**config.mk**
```make
export PLATFORM = sky130hd
export DESIGN_NAME = vault_input_sequencer
export DESIGN_NICKNAME = d
export VERILOG_FILES = /design/src/rtl/vault_pkg.sv /design/src/rtl/vault_input_sequencer_hold_timer.sv /design/src/rtl/vault_input_sequencer.sv
export SDC_FILE = /design/constraint.sdc
export NUM_CORES = 1
export LEC_CHECK = 0
export CORE_MARGIN = 3
export CORE_UTILIZATION = 49
export DETAILED_ROUTE_END_ITERATION = 10
export PLACE_DENSITY = 0.88
export SLEW_MARGIN = 25
export SYNTH_ARGS = -nofsm -noshare
export SYNTH_HDL_FRONTEND = slang
export SYNTH_SLANG_ARGS = --single-unit
```
**constraint.sdc**
```tcl
create_clock -name clk -period 2.4 [get_ports clk]
set_input_delay 0.36 -clock clk [delete_from_list [all_inputs] [get_ports clk]]
set_output_delay 0.36 -clock clk [all_outputs]
set_load 0.01 [all_outputs]
```
**src/rtl/vault_pkg.sv**
```systemverilog
// -----------------------------------------------------------------------------
// vault_pkg
// Shared types and constants for the vault input sequencer.
//   - seq_state_e : sequencer FSM states (ST_FAIL exists only when the
//                   VAULT_SEQ_TIMEOUT_EN macro is defined)
//   - PH_*        : phase indices driven on the phase output
//   - *_DONE      : "phase done" (all-ones) values per drive bus
// -----------------------------------------------------------------------------
package vault_pkg;

`ifdef VAULT_SEQ_TIMEOUT_EN
    typedef enum logic [2:0] {
        ST_IDLE,
        ST_DRIVE_CODE,
        ST_DRIVE_DONE,
        ST_WAIT_ALL,
        ST_FINISH,
        ST_FAIL
    } seq_state_e;
`else
    typedef enum logic [2:0] {
        ST_IDLE,
        ST_DRIVE_CODE,
        ST_DRIVE_DONE,
        ST_WAIT_ALL,
        ST_FINISH
    } seq_state_e;
`endif

    localparam logic [2:0] PH_KEYPAD  = 3'd0;
    localparam logic [2:0] PH_DIR     = 3'd1;
    localparam logic [2:0] PH_COLOR   = 3'd2;
    localparam logic [2:0] PH_PATTERN = 3'd3;
    localparam logic [2:0] PH_FINAL   = 3'd4;
    localparam logic [2:0] PH_WAIT    = 3'd5;

    localparam logic [3:0] KEYPAD_DONE  = 4'hF;
    localparam logic [2:0] DIR_DONE     = 3'h7;
    localparam logic [3:0] COLOR_DONE   = 4'hF;
    localparam logic [7:0] PATTERN_DONE = 8'hFF;
    localparam logic [3:0] KEY_DONE     = 4'hF;

endpackage

```
**src/rtl/vault_input_sequencer_hold_timer.sv**
```systemverilog
// -----------------------------------------------------------------------------
// hold_timer
// Loadable down-counter with an expiry flag. Loading N-1 makes expired rise
// on the N-th enabled cycle after the load, so the caller can reload on the
// same edge it acts on expiry.
// Ports:
//   clk      : clock, rising edge
//   rst      : synchronous active-low reset (count -> 0)
//   load     : load load_val on this edge (wins over counting)
//   load_val : value to load
//   en       : count down while high
//   expired  : en high and count at zero
// -----------------------------------------------------------------------------
module hold_timer #(
    parameter int unsigned WIDTH = 8
) (
    input  logic             clk,
    input  logic             rst,
    input  logic             load,
    input  logic [WIDTH-1:0] load_val,
    input  logic             en,
    output logic             expired
);

    logic [WIDTH-1:0] count_q;
    logic [WIDTH-1:0] count_d;

    // NOTE: every variable gets its default first so no path leaves it unassigned (no latch).
    always_comb begin
        count_d = count_q;
        if (load) begin
            count_d = load_val;
        end else if (en && (count_q != '0)) begin
            count_d = count_q - WIDTH'(1);
        end
    end

    // NOTE: state registers use non-blocking assignments; reset is sampled on the clock edge.
    always_ff @(posedge clk) begin
        if (!rst) begin
            count_q <= '0;
        end else begin
            count_q <= count_d;
        end
    end

    assign expired = en && (count_q == '0);

endmodule

```
**src/rtl/vault_input_sequencer.sv**
```systemverilog
// -----------------------------------------------------------------------------
// vault_input_sequencer
// Drives the vault puzzle input buses phase by phase (keypad, direction,
// color, pattern, code+final key). Each phase shows its code value for
// HOLD_CYCLES cycles, then the all-ones "done" value for HOLD_CYCLES cycles.
// After phase 4 it waits for all_done and latches vault_escape.
// Optional feature macro: VAULT_SEQ_TIMEOUT_EN adds a TIMEOUT_CYCLES bound on
// the all_done wait and a sticky timeout_err flag; without it timeout_err = 0.
// Ports:
//   clk, rst            : clock; synchronous active-low reset
//   start               : begin a sequence (only looked at in IDLE)
//   abort               : back to IDLE, all buses zeroed (beats start/all_done)
//   all_done            : vault finished
//   vault_escape        : vault result, captured with all_done
//   keypad_input .. final_key_input : drive buses to the vault
//   phase               : 0..4 while driving, 5 while waiting/finished
//   busy                : sequence in progress
//   seq_done            : one-cycle completion pulse
//   escaped             : captured vault_escape
//   timeout_err         : sticky all_done timeout flag
// -----------------------------------------------------------------------------
module vault_input_sequencer
    import vault_pkg::*;
#(
    parameter int unsigned HOLD_CYCLES  = 2,
    parameter logic [3:0]  KEYPAD_CODE  = 4'h3,
    parameter logic [2:0]  DIR_CODE     = 3'b010,
    parameter logic [3:0]  COLOR_CODE   = 4'h2,
    parameter logic [7:0]  PATTERN_CODE = 8'h55,
    parameter logic [3:0]  CODE_VAL     = 4'hA,
    parameter logic [3:0]  FINAL_KEY    = 4'h5
`ifdef VAULT_SEQ_TIMEOUT_EN
    ,
    parameter int unsigned TIMEOUT_CYCLES = 16
`endif
) (
    input  logic       clk,
    input  logic       rst,
    input  logic       start,
    input  logic       abort,
    input  logic       all_done,
    input  logic       vault_escape,
    output logic [3:0] keypad_input,
    output logic [2:0] direction_input,
    output logic [3:0] color_input,
    output logic [7:0] pattern_input,
    output logic [3:0] code_input,
    output logic [3:0] final_key_input,
    output logic [2:0] phase,
    output logic       busy,
    output logic       seq_done,
    output logic       escaped,
    output logic       timeout_err
);

    // Down-counter is loaded with N-1 so it expires on the N-th cycle.
    localparam logic [7:0] HOLD_LOAD = 8'(HOLD_CYCLES - 1);

    seq_state_e state_q, state_d;
    logic [3:0] keypad_q, keypad_d;
    logic [2:0] dir_q, dir_d;
    logic [3:0] color_q, color_d;
    logic [7:0] pattern_q, pattern_d;
    logic [3:0] code_q, code_d;
    logic [3:0] final_key_q, final_key_d;
    logic [2:0] phase_q, phase_d;
    logic       busy_q, busy_d;
    logic       seq_done_q, seq_done_d;
    logic       escaped_q, escaped_d;

    logic hold_load;
    logic hold_en;
    logic hold_expired;

    assign hold_en = (state_q == ST_DRIVE_CODE) || (state_q == ST_DRIVE_DONE);

    hold_timer #(.WIDTH(8)) u_hold_timer (
        .clk      (clk),
        .rst      (rst),
        .load     (hold_load),
        .load_val (HOLD_LOAD),
        .en       (hold_en),
        .expired  (hold_expired)
    );

`ifdef VAULT_SEQ_TIMEOUT_EN
    localparam logic [15:0] WAIT_LOAD = 16'(TIMEOUT_CYCLES - 1);

    logic timeout_err_q, timeout_err_d;
    logic wait_load;
    logic wait_expired;

    hold_timer #(.WIDTH(16)) u_wait_timer (
        .clk      (clk),
        .rst      (rst),
        .load     (wait_load),
        .load_val (WAIT_LOAD),
        .en       (state_q == ST_WAIT_ALL),
        .expired  (wait_expired)
    );
`endif

    always_comb begin
        state_d     = state_q;
        keypad_d    = keypad_q;
        dir_d       = dir_q;
        color_d     = color_q;
        pattern_d   = pattern_q;
        code_d      = code_q;
        final_key_d = final_key_q;
        phase_d     = phase_q;
        busy_d      = busy_q;
        seq_done_d  = 1'b0;
        escaped_d   = escaped_q;
        hold_load   = 1'b0;
`ifdef VAULT_SEQ_TIMEOUT_EN
        timeout_err_d = timeout_err_q;
        wait_load     = 1'b0;
`endif

        if (abort) begin
            state_d     = ST_IDLE;
            keypad_d    = '0;
            dir_d       = '0;
            color_d     = '0;
            pattern_d   = '0;
            code_d      = '0;
            final_key_d = '0;
            phase_d     = PH_KEYPAD;
            busy_d      = 1'b0;
        end else begin
            case (state_q)
                ST_IDLE: begin
                    if (start) begin
                        // A new run starts from a clean slate: later buses
                        // stay 0 until their own phase begins.
                        state_d     = ST_DRIVE_CODE;
                        keypad_d    = KEYPAD_CODE;
                        dir_d       = '0;
                        color_d     = '0;
                        pattern_d   = '0;
                        code_d      = '0;
                        final_key_d = '0;
                        phase_d     = PH_KEYPAD;
                        busy_d      = 1'b1;
                        escaped_d   = 1'b0;
                        hold_load   = 1'b1;
`ifdef VAULT_SEQ_TIMEOUT_EN
                        timeout_err_d = 1'b0;
`endif
                    end
                end

                ST_DRIVE_CODE: begin
                    if (hold_expired) begin
                        state_d   = ST_DRIVE_DONE;
                        hold_load = 1'b1;
                        case (phase_q)
                            PH_KEYPAD:  keypad_d  = KEYPAD_DONE;
                            PH_DIR:     dir_d     = DIR_DONE;
                            PH_COLOR:   color_d   = COLOR_DONE;
                            PH_PATTERN: pattern_d = PATTERN_DONE;
                            PH_FINAL: begin
                                code_d      = KEY_DONE;
                                final_key_d = KEY_DONE;
                            end
                            default: ;
                        endcase
                    end
                end

                ST_DRIVE_DONE: begin
                    if (hold_expired) begin
                        if (phase_q == PH_FINAL) begin
                            state_d = ST_WAIT_ALL;
                            phase_d = PH_WAIT;
`ifdef VAULT_SEQ_TIMEOUT_EN
                            wait_load = 1'b1;
`endif
                        end else begin
                            state_d   = ST_DRIVE_CODE;
                            phase_d   = phase_q + 3'd1;
                            hold_load = 1'b1;
                            // Load the code of the phase being entered.
                            case (phase_q)
                                PH_KEYPAD:  dir_d     = DIR_CODE;
                                PH_DIR:     color_d   = COLOR_CODE;
                                PH_COLOR:   pattern_d = PATTERN_CODE;
                                PH_PATTERN: begin
                                    code_d      = CODE_VAL;
                                    final_key_d = FINAL_KEY;
                                end
                                default: ;
                            endcase
                        end
                    end
                end

                ST_WAIT_ALL: begin
                    if (all_done) begin
                        state_d    = ST_FINISH;
                        escaped_d  = vault_escape;
                        seq_done_d = 1'b1;
                        busy_d     = 1'b0;
                    end
`ifdef VAULT_SEQ_TIMEOUT_EN
                    else if (wait_expired) begin
                        state_d       = ST_FAIL;
                        timeout_err_d = 1'b1;
                        busy_d        = 1'b0;
                    end
`endif
                end

                // FINISH / FAIL last one cycle; drive buses are left as is.
                default: begin
                    state_d = ST_IDLE;
                end
            endcase
        end
    end

    always_ff @(posedge clk) begin
        if (!rst) begin
            state_q     <= ST_IDLE;
            keypad_q    <= '0;
            dir_q       <= '0;
            color_q     <= '0;
            pattern_q   <= '0;
            code_q      <= '0;
            final_key_q <= '0;
            phase_q     <= PH_KEYPAD;
            busy_q      <= 1'b0;
            seq_done_q  <= 1'b0;
            escaped_q   <= 1'b0;
        end else begin
            state_q     <= state_d;
            keypad_q    <= keypad_d;
            dir_q       <= dir_d;
            color_q     <= color_d;
            pattern_q   <= pattern_d;
            code_q      <= code_d;
            final_key_q <= final_key_d;
            phase_q     <= phase_d;
            busy_q      <= busy_d;
            seq_done_q  <= seq_done_d;
            escaped_q   <= escaped_d;
        end
    end

`ifdef VAULT_SEQ_TIMEOUT_EN
    always_ff @(posedge clk) begin
        if (!rst) begin
            timeout_err_q <= 1'b0;
        end else begin
            timeout_err_q <= timeout_err_d;
        end
    end

    assign timeout_err = timeout_err_q;
`else
    assign timeout_err = 1'b0;
`endif

    assign keypad_input    = keypad_q;
    assign direction_input = dir_q;
    assign color_input     = color_q;
    assign pattern_input   = pattern_q;
    assign code_input      = code_q;
    assign final_key_input = final_key_q;
    assign phase           = phase_q;
    assign busy            = busy_q;
    assign seq_done        = seq_done_q;
    assign escaped         = escaped_q;

endmodule

```
==> results by group <==
Run status
  – Status: finished clean

Floorplanning
  – Die Y: roughly 64 um
  – Top Ports: 40
  – Starting Density: 52.32%
  – DIE AREA: approximately 4100 um2
  – Chip width: between 60 and 70 um
  – Core area: about 3100 um2
  – Rows: 20

Place
  – RePlAce Congestion: between 0.9 and 1
  – PortBufs: 38
  – Post-DP HPWL: approximately 2800 um
  – Dpl cell area: 1962 um2
  – DP Cell Count: between 200 and 300

Yosys
  – Cells after Synth: ~190
  – EDFF count, synth: 0
  – Distinct cell type count after synthesis: 46
  – Yosys reg bits: 27
  – Area contributors post-synth: dfxtp_1 (33%), buf_4 (9.2%), ha_1 (5.4%)
  – Ys flop type: dfxtp_1
  – Leading area contributor after synthesis: dfxtp_1
  – Synth top area share: between 30% and 40%
  – Synth async-reset ratio: 0%
  – Cell area after synthesis: approximately 1600 um2
  – Synthesized Nets: approximately 200
  – Synth warn: 0
  – Syn Area/Cell: roughly 8.8 um2
  – Post-synthesis sequential area ratio: roughly 33%

STA
  – Worst slew margin: approximately 57%
  – Max Fclk: approximately 460 MHz
  – Setup TNS: 0 ns
  – RSZ-0062 raised after global routing: false
  – Final worst path period share: between 90% and 100%
  – Fin Hold WS: between 0.5 and 0.6 ns
  – Clk_skew: about 0.0059 ns
  – Tightest Pin Transition: approximately 0.64 ns
  – Minimum clock period: between 2 and 2.5 ns
  – Pins Over Slew Limit: 0
  – Final hold vios: 0
  – Final setup fails: 0

Clock network
  – Postcts setup bufs: 0
  – Clk buf depth: 2
  – CTS buffer count: 3
  – Worst-path clk slew: ~0.14 ns
  – Root buf cell: clkbuf_4
  – CTS tree: done
  – Worst-Skew Late Latency: ~0.32 ns
  – # H-tree levels: 1
  – # clock sinks: 27
  – Hold-fix buffers, CTS: 0
  – PostCTS Resize Cnt: 0

Final layout
  – Fin cells: approximately 260
  – Area of the multi-input gates: about 900 um2
  – Reg area: 540.5 um2
  – Area growth syn-to-layout: 21.48%
  – Post-layout util: between 60% and 70%
  – Layout cells sized above 1: 9.005%
  – Fillers: approximately 270
  – Post-route cell area: roughly 2000 um2
  – Antenna diodes: 0
  – Commonest non-fill, non-tap cell in the layout: clkdlybuf4s50_1
  – # nets final: between 200 and 250
  – Most frequent cells in the layout: clkdlybuf4s50_1 (38), dfxtp_1 (27), nor2_1 (13), nand2_1 (11)

Job
  – Max cap viols: 0

Detailed routing
  – Drt via density: about 5.5
  – WL per Instance: 14.14 um
  – Routed WL: 3605 um
  – Vias post-DR: about 1400
  – Antenna-violating nets left: 0
  – Drt first pass iters: 4
  – Initial DRC Count: 45
  – DR DRC count: 0

Min path
  – Min-delay worst type: flop to flop

Worst setup path
  – Crit path arrival time: around 2.4 ns
  – Worst Setup End Kind: flop
  – Worst setup SP type: flop
  – Worst-path maximum fanout: 5
  – Worst Path Required: about 2.7 ns
  – Critical path class: flop to flop

Global route
  – Pin count of the biggest net entering global routing: 17
  – Vias in the first global route: roughly 1300
  – GRT Residual Overflow: 0
  – First-pass GRT wire length: about 6100 um
  – Initial antenna violation count: 0
  – Tot GR Track Use: ~18%

Power
  – Worst vdd ir: 0.0002830 V
  – Cell area power density: slightly below 500 nW/um2
  – Leakage Power: between 0.7 and 0.8 nW
-- critical path, stage by stage (launching register included) --
cell     delay (ns)
dfxtp_1        0.42
inv_1          0.10
ha_1           0.24
and2_1         0.23
o22a_1         0.31
nor4_1         0.57
mux2i_1        0.24
-- through the flow --
stage                     power [mW]  worst slack (ns)
final                         0.9672            0.2339
after global routing           1.025           0.02900
after CTS                     0.9725            0.2362
after detailed placement      0.7754            0.2451
after global placement        0.7669            0.2640
after floorplan               0.6842            0.5250
-- worst paths after layout --
check | startpoint | to | slack [ns] | cells after the start
setup reg to reg | phase[0]$_SDFFE_PP0P_ | pattern_input[5]$_SDFFE_PP0P_ | 0.23 | 6
hold reg to reg | keypad_input[1]$_SDFFE_PP0P_ | keypad_input[1]$_SDFFE_PP0P_ | 0.51 | 1
setup / recovery | phase[0]$_SDFFE_PP0P_ | pattern_input[5]$_SDFFE_PP0P_ | 0.23 | 6
hold / removal | keypad_input[1]$_SDFFE_PP0P_ | keypad_input[1]$_SDFFE_PP0P_ | 0.51 | 1
-- cell usage after synthesis, types with 4 or more instances --
cell      instances
a211oi_1          4
a21oi_1           8
buf_4            20
clkbuf_1          4
dfxtp_1          27
ha_1              7
inv_1             7
mux2i_1           4
nand2_1          11
nand2b_1          7
nor2_1           13
nor2b_1           6
nor3_1            4
nor4_1            4
o21a_1            6
o21ai_0           4
o31ai_1           4
xnor2_1           5
-- metal layers --
layer / routed length, um / part of all wire (%) / global-route usage (%)
met5: 0 / 0 / 0
met1: 1602 / 44 / 22.07
met4: 54 / 1.5 / 7.547
met3: 209 / 5.8 / 3.691
met2: 1739 / 48 / 31.61
-- sequential cells by signal, summed over array words and instances (netlist names) --
signal / flops
keypad_input: 2
state_q: 3
u_hold_timer.count_q: 8
busy: 1
pattern_input: 2
code_input: 2
color_input: 2
escaped: 1
phase: 3
direction_input: 2
seq_done: 1
-- cell families (layout without fill, tap and decap cells) --
| logic type | after synthesis | in the layout | synth area share (%) |
|---|---|---|---|
| xor+xnor | 5 | 5 | 2.676 |
| flops | 27 | 27 | 33.03 |
| fa+ha+maj | 7 | 7 | 5.351 |
| mux | 5 | 5 | 3.135 |
| buf+inv | 32 | 57 | 12.00 |
| other cells | 1 | 1 | 0.2291 |
| compound gates | 44 | 44 | 20.34 |
| simple gates | 65 | 65 | 23.24 |
-- power breakdown --
part	internal [mW]	switching [mW]
sequential	0.466	0.0204
clock	0.0651	0.132
combinational	0.128	0.156
total	0.659	0.308
-- layout make-up --
type	count	area share, %
Inverter	7	1.322
Timing Repair Buffer	46	22.15
Tap cell	44	2.769
Clock buffer	4	1.322
Sequential cell	27	27.19
Multi-Input combinational cell	127	45.25
(Power assumes the default switching activity.)
